File: src/rtl/alu_ctrl_pkg.sv
// Shared encodings for the execute-stage ALU control: ALUop classes, ALU op codes,
// R-type func codes and the multiply/divide sequencer states.
package alu_ctrl_pkg;

    localparam logic [1:0] ALUOP_ADD   = 2'b00;
    localparam logic [1:0] ALUOP_SUB   = 2'b01;
    localparam logic [1:0] ALUOP_RTYPE = 2'b10;
    localparam logic [1:0] ALUOP_AND   = 2'b11;

    localparam logic [3:0] OP_AND = 4'b0000;
    localparam logic [3:0] OP_OR  = 4'b0001;
    localparam logic [3:0] OP_ADD = 4'b0010;
    localparam logic [3:0] OP_SLL = 4'b0011;
    localparam logic [3:0] OP_SRL = 4'b0100;
    localparam logic [3:0] OP_SUB = 4'b0110;
    localparam logic [3:0] OP_SLT = 4'b0111;
    localparam logic [3:0] OP_NOR = 4'b1100;

    localparam logic [5:0] F_SLL   = 6'b000000;
    localparam logic [5:0] F_SRL   = 6'b000010;
    localparam logic [5:0] F_JR    = 6'b001000;
    localparam logic [5:0] F_MFHI  = 6'b010000;
    localparam logic [5:0] F_MTHI  = 6'b010001;
    localparam logic [5:0] F_MFLO  = 6'b010010;
    localparam logic [5:0] F_MTLO  = 6'b010011;
    localparam logic [5:0] F_MULT  = 6'b011000;
    localparam logic [5:0] F_MULTU = 6'b011001;
    localparam logic [5:0] F_DIV   = 6'b011010;
    localparam logic [5:0] F_DIVU  = 6'b011011;
    localparam logic [5:0] F_ADD   = 6'b100000;
    localparam logic [5:0] F_SUB   = 6'b100010;
    localparam logic [5:0] F_AND   = 6'b100100;
    localparam logic [5:0] F_OR    = 6'b100101;
    localparam logic [5:0] F_NOR   = 6'b100111;
    localparam logic [5:0] F_SLT   = 6'b101010;

    typedef enum logic [1:0] {
        MD_IDLE = 2'b00,
        MD_RUN  = 2'b01,
        MD_FIX  = 2'b10
    } md_state_e;

    // MULT/MULTU/DIV/DIVU share the 0110xx pattern.
    function automatic logic is_muldiv(input logic [5:0] fn);
        return fn[5:2] == 4'b0110;
    endfunction

    // Everything that touches HI/LO and therefore must wait for the sequencer.
    function automatic logic is_md_func(input logic [5:0] fn);
        return is_muldiv(fn) || (fn[5:2] == 4'b0100);
    endfunction

endpackage

File: src/rtl/alu_ctrl_md_md_unit.sv
// Iterative multiply/divide sequencer with HI/LO registers: shift-add multiply,
// restoring divide on magnitudes, sign correction in a final cycle.
//
// state   | meaning
// MD_IDLE | waiting; accepts MULT/DIV and MTHI/MTLO writes
// MD_RUN  | one multiply or divide step per cycle, WIDTH steps
// MD_FIX  | sign correction; HI/LO written on the exit edge
module md_unit
    import alu_ctrl_pkg::*;
#(
    parameter int WIDTH = 32
) (
    input  logic             clk,
    input  logic             reset,
    input  logic             start,
    input  logic [1:0]       md_op,
    input  logic             mthi_we,
    input  logic             mtlo_we,
    input  logic [WIDTH-1:0] rs_val,
    input  logic [WIDTH-1:0] rt_val,
    output logic             md_busy,
    output logic             md_done,
    output logic             div_zero,
    output logic [WIDTH-1:0] hi,
    output logic [WIDTH-1:0] lo
);
    localparam int CW = $clog2(WIDTH);

    md_state_e state, state_nxt;
    logic [CW-1:0]    count;
    logic [WIDTH-1:0] p_hi, p_lo, mcand;
    logic             op_div, div0, neg_q, neg_r;

    logic             op_signed, a_neg, b_neg, rt_zero;
    logic [WIDTH-1:0] a_mag, b_mag;
    logic [WIDTH:0]   mul_sum, trial;
    logic [2*WIDTH-1:0] prod, prod_fix;

    assign op_signed = ~md_op[0];
    assign a_neg     = op_signed & rs_val[WIDTH-1];
    assign b_neg     = op_signed & rt_val[WIDTH-1];
    assign a_mag     = a_neg ? -rs_val : rs_val;
    assign b_mag     = b_neg ? -rt_val : rt_val;
    assign rt_zero   = (rt_val == '0);

    assign mul_sum  = {1'b0, p_hi} + {1'b0, (p_lo[0] ? mcand : '0)};
    assign trial    = {p_hi, p_lo[WIDTH-1]} - {1'b0, mcand};
    assign prod     = {p_hi, p_lo};
    assign prod_fix = neg_q ? -prod : prod;

    assign md_busy = (state != MD_IDLE);

    always_ff @(posedge clk or posedge reset) begin
        if (reset) state <= MD_IDLE;
        else       state <= state_nxt;
    end

    always_comb begin
        state_nxt = state;
        case (state)
            MD_IDLE: if (start) state_nxt = MD_RUN;
            MD_RUN:  if (count == '0) state_nxt = MD_FIX;
            MD_FIX:  state_nxt = MD_IDLE;
            default: state_nxt = MD_IDLE;
        endcase
    end

    // A zero divisor keeps the raw dividend so the remainder comes out as rs unchanged.
    always_ff @(posedge clk or posedge reset) begin
        if (reset) begin
            count  <= '0;
            p_hi   <= '0;
            p_lo   <= '0;
            mcand  <= '0;
            op_div <= 1'b0;
            div0   <= 1'b0;
            neg_q  <= 1'b0;
            neg_r  <= 1'b0;
        end else if (state == MD_IDLE && start) begin
            count  <= CW'(WIDTH - 1);
            p_hi   <= '0;
            p_lo   <= (md_op[1] && rt_zero) ? rs_val : a_mag;
            mcand  <= b_mag;
            op_div <= md_op[1];
            div0   <= md_op[1] & rt_zero;
            neg_q  <= a_neg ^ b_neg;
            neg_r  <= a_neg;
        end else if (state == MD_RUN) begin
            count <= count - 1'b1;
            if (!op_div) begin
                p_hi <= mul_sum[WIDTH:1];
                p_lo <= {mul_sum[0], p_lo[WIDTH-1:1]};
            end else if (!trial[WIDTH]) begin
                p_hi <= trial[WIDTH-1:0];
                p_lo <= {p_lo[WIDTH-2:0], 1'b1};
            end else begin
                p_hi <= {p_hi[WIDTH-2:0], p_lo[WIDTH-1]};
                p_lo <= {p_lo[WIDTH-2:0], 1'b0};
            end
        end
    end

    always_ff @(posedge clk or posedge reset) begin
        if (reset) begin
            hi       <= '0;
            lo       <= '0;
            md_done  <= 1'b0;
            div_zero <= 1'b0;
        end else begin
            md_done <= (state == MD_FIX);
            if (state == MD_FIX) begin
                if (!op_div) begin
                    {hi, lo} <= prod_fix;
                end else if (div0) begin
                    hi       <= p_hi;
                    lo       <= '1;
                    div_zero <= 1'b1;
                end else begin
                    hi <= neg_r ? -p_hi : p_hi;
                    lo <= neg_q ? -p_lo : p_lo;
                end
            end else if (state == MD_IDLE) begin
                if (start)   div_zero <= 1'b0;
                if (mthi_we) hi <= rs_val;
                if (mtlo_we) lo <= rs_val;
            end
        end
    end

endmodule

File: src/rtl/alu_ctrl_md.sv
// Execute-stage ALU control: registered ALUop/func decode with one-cycle Jr/illegal
// pulses, pipeline stall for HI/LO hazards, and the multiply/divide unit.
module alu_ctrl_md
    import alu_ctrl_pkg::*;
#(
    parameter int WIDTH = 32,
    parameter int OPW   = 4
) (
    input  logic             clk,
    input  logic             reset,
    input  logic             valid_i,
    input  logic [1:0]       ALUop,
    input  logic [5:0]       func,
    input  logic [WIDTH-1:0] rs_val,
    input  logic [WIDTH-1:0] rt_val,
    output logic [OPW-1:0]   alu_operation,
    output logic             Jr,
    output logic             illegal,
    output logic             stall,
    output logic             md_busy,
    output logic             md_done,
    output logic             div_zero,
    output logic [WIDTH-1:0] hi,
    output logic [WIDTH-1:0] lo
);
    logic           accept, rtype;
    logic [OPW-1:0] op_nxt;
    logic           jr_nxt, ill_nxt;

    assign rtype  = (ALUop == ALUOP_RTYPE);
    assign stall  = md_busy & valid_i & rtype & is_md_func(func);
    assign accept = valid_i & ~stall;

    always_comb begin
        op_nxt  = alu_operation;
        jr_nxt  = 1'b0;
        ill_nxt = 1'b0;
        if (accept) begin
            case (ALUop)
                ALUOP_ADD: op_nxt = OPW'(OP_ADD);
                ALUOP_SUB: op_nxt = OPW'(OP_SUB);
                ALUOP_AND: op_nxt = OPW'(OP_AND);
                default: begin
                    case (func)
                        F_ADD: op_nxt = OPW'(OP_ADD);
                        F_SUB: op_nxt = OPW'(OP_SUB);
                        F_AND: op_nxt = OPW'(OP_AND);
                        F_OR:  op_nxt = OPW'(OP_OR);
                        F_NOR: op_nxt = OPW'(OP_NOR);
                        F_SLT: op_nxt = OPW'(OP_SLT);
                        F_SLL: op_nxt = OPW'(OP_SLL);
                        F_SRL: op_nxt = OPW'(OP_SRL);
                        F_JR:  jr_nxt = 1'b1;
                        default: begin
                            op_nxt  = OPW'(OP_ADD);
                            ill_nxt = ~is_md_func(func);
                        end
                    endcase
                end
            endcase
        end
    end

    always_ff @(posedge clk or posedge reset) begin
        if (reset) begin
            alu_operation <= OPW'(OP_ADD);
            Jr            <= 1'b0;
            illegal       <= 1'b0;
        end else begin
            alu_operation <= op_nxt;
            Jr            <= jr_nxt;
            illegal       <= ill_nxt;
        end
    end

    md_unit #(.WIDTH(WIDTH)) u_md (
        .clk      (clk),
        .reset    (reset),
        .start    (accept & rtype & is_muldiv(func)),
        .md_op    (func[1:0]),
        .mthi_we  (accept & rtype & (func == F_MTHI)),
        .mtlo_we  (accept & rtype & (func == F_MTLO)),
        .rs_val   (rs_val),
        .rt_val   (rt_val),
        .md_busy  (md_busy),
        .md_done  (md_done),
        .div_zero (div_zero),
        .hi       (hi),
        .lo       (lo)
    );

endmodule

File: config.mk
export PLATFORM = sky130hd
export DESIGN_NAME = alu_ctrl_md
export DESIGN_NICKNAME = d
export VERILOG_FILES = /design/src/rtl/alu_ctrl_pkg.sv /design/src/rtl/alu_ctrl_md_md_unit.sv /design/src/rtl/alu_ctrl_md.sv
export SDC_FILE = /design/constraint.sdc
export NUM_CORES = 1
export LEC_CHECK = 0
export ABC_AREA = 1
export ABC_CLOCK_PERIOD_IN_PS = 9500
export CAP_MARGIN = 10
export CORE_ASPECT_RATIO = 2
export CORE_MARGIN = 5
export CORE_UTILIZATION = 35
export CTS_BUF_LIST = sky130_fd_sc_hd__clkbuf_2 sky130_fd_sc_hd__clkbuf_4 sky130_fd_sc_hd__clkbuf_8
export CTS_CLUSTER_SIZE = 20
export DETAILED_ROUTE_END_ITERATION = 10
export PLACE_DENSITY = 0.6
export SLEW_MARGIN = 20
export SYNTH_ARGS = -nofsm -noshare
export SYNTH_HDL_FRONTEND = slang
export SYNTH_SLANG_ARGS = --single-unit
export TNS_END_PERCENT = 1
File: constraint.sdc
create_clock -name clk -period 9.5 [get_ports clk]
set_input_delay 1.9 -clock clk [delete_from_list [all_inputs] [get_ports clk]]
set_output_delay 1.9 -clock clk [all_outputs]
set_load 0.01 [all_outputs]
==> metrics.md, run 1 <==
| Metric | Value |
|---|---|
| Outcome | `finished clean` |
| Period utilisation layout | `57.7%` |
| Post-synthesis adder-cell area fraction | `5.15%` |
| Clock skew | `0.0291 ns` |
| Hold Vio Cnt, Final | `0` |
| Synth unique cells | `54` |
| Drt drc | `0` |
| Worst Path Max Fanout | `3` |
| # H-tree levels | `4` |
| Synth area leaders | `dfrtp_1 25%, nand2_1 20%, nand3_1 9.0%` |
| Setup violators final | `0` |
| Largest family of logic cells by synthesized area | `simple AND/OR/NAND/NOR gates` |
| Worst IR Drop VDD | `0.113 mV` |
| Slowest-stage cell, CP | `clkdlybuf4s50_1` |
| Reg2Reg Depth | `18` |
| Multiplexer share of the synthesized area | `0%` |
| Final min period | `5.48 ns` |
| Required @ worst endpoint | `7.60 ns` |
| PortBufs | `148` |
| Post-CTS Resized | `0` |
| DR iter-0 viols | `1286` |
| Largest net degree at the start of global routing | `121` |
| Critical Path End Type | `output pin` |
| Final Slew Violations | `0` |
| RSZ-0062 raised after global routing | `no` |
| Top-count cell post-synth | `nand2_1` |
| Worst r2r src | `u_md.p_lo[0]` |
| Relative slew slack | `30.2%` |
| Vias/cell | `5.36` |
| Area leader, netlist | `dfrtp_1` |
| Total GRT Usage | `30.7%` |
| Synth Area in Simple Gates | `40.6%` |
| Setup bufs post-CTS | `0` |
| Flop pwr share | `27.2%` |
| Total Routed Length | `86.7 mm` |
| WS Path Type | `input pin to output pin` |
| Combinational power share | `61.2%` |
| Post-synthesis compound-gate area fraction | `14.6%` |
| Max Fclk | `182 MHz` |
| CTS Buffer Depth | `2` |
| CP cell instances | `clkdlybuf4s50_1 > inv_1 > nor2_1 > nand2_1 > nor2_1 > nand2_1 > inv_1 > clkdlybuf4s50_1` |
| Pint | `2.05 mW` |
| Hold_buf cts | `0` |
| Arr. time, crit path | `3.58 ns` |
| Grt ovf | `0` |
| Slew at the pin with the worst max-slew slack | `1.05 ns` |
| Die Ht | `329 um` |
| Hold Slack | `0.494 ns` |
| P_sw | `2.81 mW` |
| Sw frac | `57.9%` |
| Yosys top cell area share | `25.1%` |
| Vias | `20239` |
| Hold path depth | `2` |
| Top FF cell, synth | `dfrtp_1` |
| Core footprint | `50200 um2` |
| Worst hold path startpoint | `u_md.div_zero` |
| Clock power share | `11.6%` |
| Critical Path Source Type | `input pin` |
| Max incr delay on CP | `0.53 ns` |
| Cell Area, Synth | `17800 um2` |
| Max-cap violations | `0` |
| Initial cell density of the core | `35.4%` |
| Clock Latency Late Sink | `0.54 ns` |
| First-pass GRT wire length | `126 mm` |
| CTS root buf | `clkbuf_8` |
| Post-Syn Nets | `3174` |
| Sum Neg Setup Slack | `0 ns` |
| Total power draw | `4.86 mW` |
| R2r endpoint | `u_md.p_hi[21]` |
| DIE WIDTH | `169 um` |
| RePlAce Congestion | `1.03` |
| Synthesis-to-finish area growth | `13.7%` |
| Final Cell Area | `20200 um2` |
| Post-DP HPWL | `71.1 mm` |
| Synth warn | `0` |
| Final design utilization | `40.2%` |
| Placed cell areas | `19800 um2` |
| Number of flops mapped to enable cells by yosys | `0` |
| Crit-path leading delay family | `buffers and inverters` |
| Nets@finish | `3260` |
| I/O pins | `149` |
| Clock sinks | `179` |
| CTS clk-pin slew, worst paths | `0.13 ns` |
| CTS Buf Count | `17` |
| Post-DRT Antenna Nets | `0` |
| Synthesized instance count | `3027` |
| Cell Rows | `116` |
| Sequential fraction of the synthesis area | `25.2%` |
| TritonCTS clock tree | `done` |
| Yosys reg bits | `179` |
| Avg Cell Area, Syn | `5.87 um2` |
| Ratio of cells with drive above 1 in the final layout | `3.65%` |
| Cell Pwr Density | `241 nW/um2` |
| First-pass iteration count of the detailed router | `6` |
| Cell leakage power | `10.3 nW` |
| Initial antenna violation count | `1` |
| Per-cell routed wire length | `22.9 um` |
| Async SR Flop Fraction | `100%` |
| Reg2Reg Setup Slack | `5.89 ns` |
| WHS Endpoint | `u_md.div_zero` |
| Die area | `55600 um2` |
| Commonest cells in the netlist | `949 x nand2_1, 425 x inv_1, 319 x nand3_1` |
| Vias in the first global route | `19974` |
| Worst Hold Class | `flip-flop to flip-flop` |
| XOR/XNOR Fraction of Synth Area | `2.66%` |
| Buf+Inv Stages, Crit Path | `4` |
[final cells by class]
cell class                 count  area, um2
fill                        5718      30000
multi-input combinational   2307      11200
sequential                   179       4490
inverter                     446       1680
timing repair buffer         162       1590
tap                          649        812
clock buffer                  17        234
clock inverter                15        183
antenna                        2       5.00
[logic make-up after synthesis]
family                   Yosys count
buffers and inverters            541
AND/OR/NAND/NOR                 1710
AO/OA/AOI/OAI                    471
XOR/XNOR                          54
flip-flops                       179
adder cells (fa/ha/maj)           72
[tightest hold or removal path: cells and delay by family (launching register included)]
kind	cells	cell delay [ns]
DFF	1	0.37
and+or+nand+nor	2	0.10
[through the flow]
stage / std cells / setup slack (ns)
floorplan: 3027 / 2.74
global route: 3776 / 3.85
global placement: 3743 / 4.01
detailed placement: 3743 / 4.02
CTS: 3775 / 4.02
finish: 3777 / 4.02
[power by group through the flow]
stage	registers (mW)	clock network [mW]	logic [mW]
after floorplan	1.12	0	2.06
after global placement	1.32	0	2.94
after detailed placement	1.32	0	2.94
after CTS	1.30	0.571	2.96
after global routing	1.33	0.602	3.30
final	1.32	0.564	2.98
[per-layer routing]
metal  global-route usage [%]  vias to the layer above  share of wire [%]
li1                         -                     9897                  -
met4                     31.5                        0                 13
met1                     27.4                     9350                 31
met3                     3.74                      294                4.2
met5                        0                        -                  0
met2                     56.4                      698                 52
[registers in the layout, indices dropped and copies added, names as in the netlist]
name	cells
Jr	1
alu_operation	4
u_md.mcand	32
u_md.hi	32
illegal	1
u_md.neg_r	1
u_md.p_lo	32
u_md.div_zero	1
u_md.lo	32
u_md.p_hi	32
u_md.state	2
u_md.op_div	1
u_md.neg_q	1
u_md.count	5
u_md.div0	1
u_md.md_done	1
[cell usage in the layout, fill, tap and decap left out, drive strengths merged, types with 2 or more instances in the layout]
cell / Yosys / routed
buf: 32 / 14
xor2: 38 / 38
nand3: 321 / 321
nor2: 305 / 305
and2: 3 / 3
o31ai: 13 / 13
o2111ai: 2 / 2
a31o: 2 / 2
o21ai: 217 / 217
diode: 0 / 2
clkdlybuf4s50: 0 / 148
nand4: 38 / 38
dfrtp: 178 / 178
a22oi: 14 / 14
inv: 444 / 450
ha: 70 / 70
nand3b: 17 / 17
a21o: 3 / 3
and3: 3 / 3
o211ai: 10 / 10
clkbuf: 63 / 17
a21oi: 158 / 158
xnor2: 16 / 16
clkinv: 2 / 10
o21bai: 21 / 21
fa: 2 / 2
nor4: 5 / 5
o22ai: 9 / 9
nor3: 38 / 38
o21a: 4 / 4
nor3b: 4 / 4
or2: 15 / 15
nand2: 960 / 960
a31oi: 14 / 14
[worst max-delay path by stage]
stage                 start    end  slack [ns]  depth (start not counted)
finish              func[4]  stall        4.02                          8
global route        func[4]  stall        3.85                          8
CTS                 func[4]  stall        4.02                          8
detailed placement  func[4]  stall        4.02                          8
global placement    func[4]  stall        4.01                          8
floorplan             reset     Jr        2.74                          1
Power figures use the tool's default switching activity.
==> run 2: changes to the inputs <==
--- a/config.mk
+++ b/config.mk
@@ -6,7 +6,7 @@
 export NUM_CORES = 1
 export LEC_CHECK = 0
 export ABC_AREA = 1
-export ABC_CLOCK_PERIOD_IN_PS = 9500
+export ABC_CLOCK_PERIOD_IN_PS = 5300
 export CAP_MARGIN = 10
 export CORE_ASPECT_RATIO = 2
 export CORE_MARGIN = 5
==> constraint.sdc (replaced) <==
create_clock -name clk -period 5.3 [get_ports clk]
set_input_delay 1.06 -clock clk [delete_from_list [all_inputs] [get_ports clk]]
set_output_delay 1.06 -clock clk [all_outputs]
set_load 0.01 [all_outputs]
==> run 2 against run 1 <==
Compared with the run above:
- flip-flop and latch count unchanged
- non-clock buffer count grew 2
- combinational power grew 75%
- count of clock-buffer cells in the layout rose by 1
- total power increased by 76%
- first-iteration DRC count grew 8.1%
- global-route usage fell by 1.1 points
==> metrics.md, run 2 (synthesis gave the netlist of run 1 again) <==
| Metric | Value |
|---|---|
| Final Slew Violations | `0` |
| Cell Pwr Density | `424 nW/um2` |
| Per-cell routed wire length | `21.9 um` |
| Total GRT Usage | `29.5%` |
| Core footprint | `50200 um2` |
| Critical Path Source Type | `input pin` |
| Post-CTS Resized | `0` |
| Required @ worst endpoint | `4.24 ns` |
| Worst Path Max Fanout | `3` |
| CTS root buf | `clkbuf_8` |
| RePlAce Congestion | `1.10` |
| TritonCTS clock tree | `done` |
| Sum Neg Setup Slack | `0 ns` |
| Initial cell density of the core | `35.4%` |
| Hold_buf cts | `0` |
| Setup bufs post-CTS | `0` |
| Slowest-stage cell, CP | `clkdlybuf4s50_1` |
| Slew at the pin with the worst max-slew slack | `0.877 ns` |
| Hold path depth | `2` |
| Initial antenna violation count | `3` |
| Vias/cell | `5.43` |
| Max Fclk | `259 MHz` |
| Max incr delay on CP | `0.53 ns` |
| RSZ-0062 raised after global routing | `no` |
| Clock skew | `0.0253 ns` |
| Final min period | `3.85 ns` |
| Clock Latency Late Sink | `0.55 ns` |
| Critical Path End Type | `output pin` |
| Reg2Reg Depth | `16` |
| DIE WIDTH | `169 um` |
| PortBufs | `148` |
| Period utilisation layout | `72.7%` |
| Filler Cells Inserted | `5689` |
| Total Routed Length | `82.8 mm` |
| Reg2Reg Setup Slack | `1.75 ns` |
| Most common cell after layout, fill and taps aside | `nand2_1` |
| Total power draw | `8.56 mW` |
| Cell Rows | `116` |
| # H-tree levels | `4` |
| CTS Buffer Depth | `2` |
| Worst Hold Class | `flip-flop to flip-flop` |
| Crit-path leading delay family | `buffers and inverters` |
| Arr. time, crit path | `2.79 ns` |
| Buf+Inv Stages, Crit Path | `4` |
| Grt ovf | `0` |
| Vias | `20502` |
| Outcome | `finished clean` |
| I/O pins | `149` |
| First-pass iteration count of the detailed router | `7` |
| First-pass GRT wire length | `123 mm` |
| Post-DP HPWL | `67.3 mm` |
| Synthesis-to-finish area growth | `13.6%` |
| Worst IR Drop VDD | `0.194 mV` |
| Cell leakage power | `10.4 nW` |
| Post-DRT Antenna Nets | `0` |
| Levels on crit path | `8` |
| Drt drc | `0` |
| Largest net degree at the start of global routing | `130` |
| CP cell instances | `clkdlybuf4s50_1 > inv_1 > nor2_1 > nand2_1 > nor2_1 > nand2_1 > inv_1 > clkdlybuf4s50_1` |
| WS Path Type | `input pin to output pin` |
| Commonest non-fill, non-tap cells in the layout | `949 x nand2_1, 424 x inv_1, 318 x nand3_1` |
| Nets@finish | `3262` |
| Vias in the first global route | `20559` |
| Hold Vio Cnt, Final | `0` |
| Die area | `55600 um2` |
| Clock sinks | `179` |
| Setup violators final | `0` |
| Ratio of cells with drive above 1 in the final layout | `3.65%` |
| Relative slew slack | `41.3%` |
| Max-cap violations | `0` |
| DR iter-0 viols | `1390` |
| Die Ht | `329 um` |
| CTS clk-pin slew, worst paths | `0.11 ns` |
| CTS Buf Count | `17` |
-- run 2: cell count changes in the layout (fill, tap and decap cells not counted) --
| cell | change |
|---|---|
| clkinv_8 | -6 |
| clkinv_2 | +4 |
| inv_8 | -3 |
| buf_12 | +2 |
| inv_6 | +2 |
| bufinv_16 | +1 |
| clkbuf_8 | +1 |
| dfrtp_1 | +1 |
| dfrtp_2 | -1 |
| diode_2 | -1 |
-- run 2: worst reg2reg max path, stage by stage (launching register included) --
cell and delay (ns):
dfrtp_1 0.62, inv_1 0.33, fa_1 0.46, inv_1 0.09
nand2_1 0.07, nand2_1 0.11, nand3_1 0.08, nand2_1 0.15
nand2_1 0.08, nand2_2 0.16, nand2_2 0.12, nand3_2 0.15
nand2_4 0.29, nor2_1 0.49, nand2_1 0.09, nand3b_1 0.10
nand2_1 0.05
-- run 2: stage by stage --
stage / utilization (%) / instance area [um2] / worst slack [ns] / instances / hold slack [ns]
after floorplan: - / 17800 / 1.95 / 3027 / 0.447
after global placement: 39.5 / 19800 / 1.50 / 3745 / 0.465
after detailed placement: 39.5 / 19800 / 1.42 / 3745 / 0.463
after CTS: 40.2 / 20200 / 1.48 / 3776 / 0.487
after global routing: 40.2 / 20200 / 1.33 / 3777 / 0.523
final: 40.2 / 20200 / 1.45 / 3777 / 0.488
-- run 2: per-layer routing --
| layer | GRT usage [%] | part of all wire, % | vias to the layer above |
|---|---|---|---|
| met5 | 0 | 0 | - |
| met2 | 53.4 | 51 | 858 |
| met1 | 26.7 | 31 | 9370 |
| met4 | 31.2 | 13 | 0 |
| met3 | 3.86 | 5.3 | 366 |
| li1 | - | - | 9908 |
-- run 2: worst paths after layout --
kind,from,to
max,func[4],stall
min,u_md.div_zero,u_md.div_zero
max reg2reg,u_md.p_hi[0],u_md.p_hi[8]
min reg2reg,u_md.div_zero,u_md.div_zero
max in group asynchronous,reset,u_md.p_hi[22]
min in group asynchronous,reset,u_md.p_lo[5]
-- run 2: area by class of cell --
cell class | count | area [um2] | area share, %
inverters | 446 | 1680 | 8.31
flip-flops and latches | 179 | 4480 | 22.2
clock buffers | 18 | 248 | 1.23
diodes | 1 | 2.50 | 0.0124
repair buffers | 164 | 1630 | 8.06
well taps | 649 | 812 | 4.02
multi-input cells | 2307 | 11200 | 55.6
clock inverters | 13 | 123 | 0.607
-- run 2: power breakdown --
group	total [mW]	switching (mW)	internal (mW)
registers	2.34	0.676	1.66
logic	5.22	3.57	1.66
clock network	0.997	0.608	0.389
total	8.56	4.85	3.70
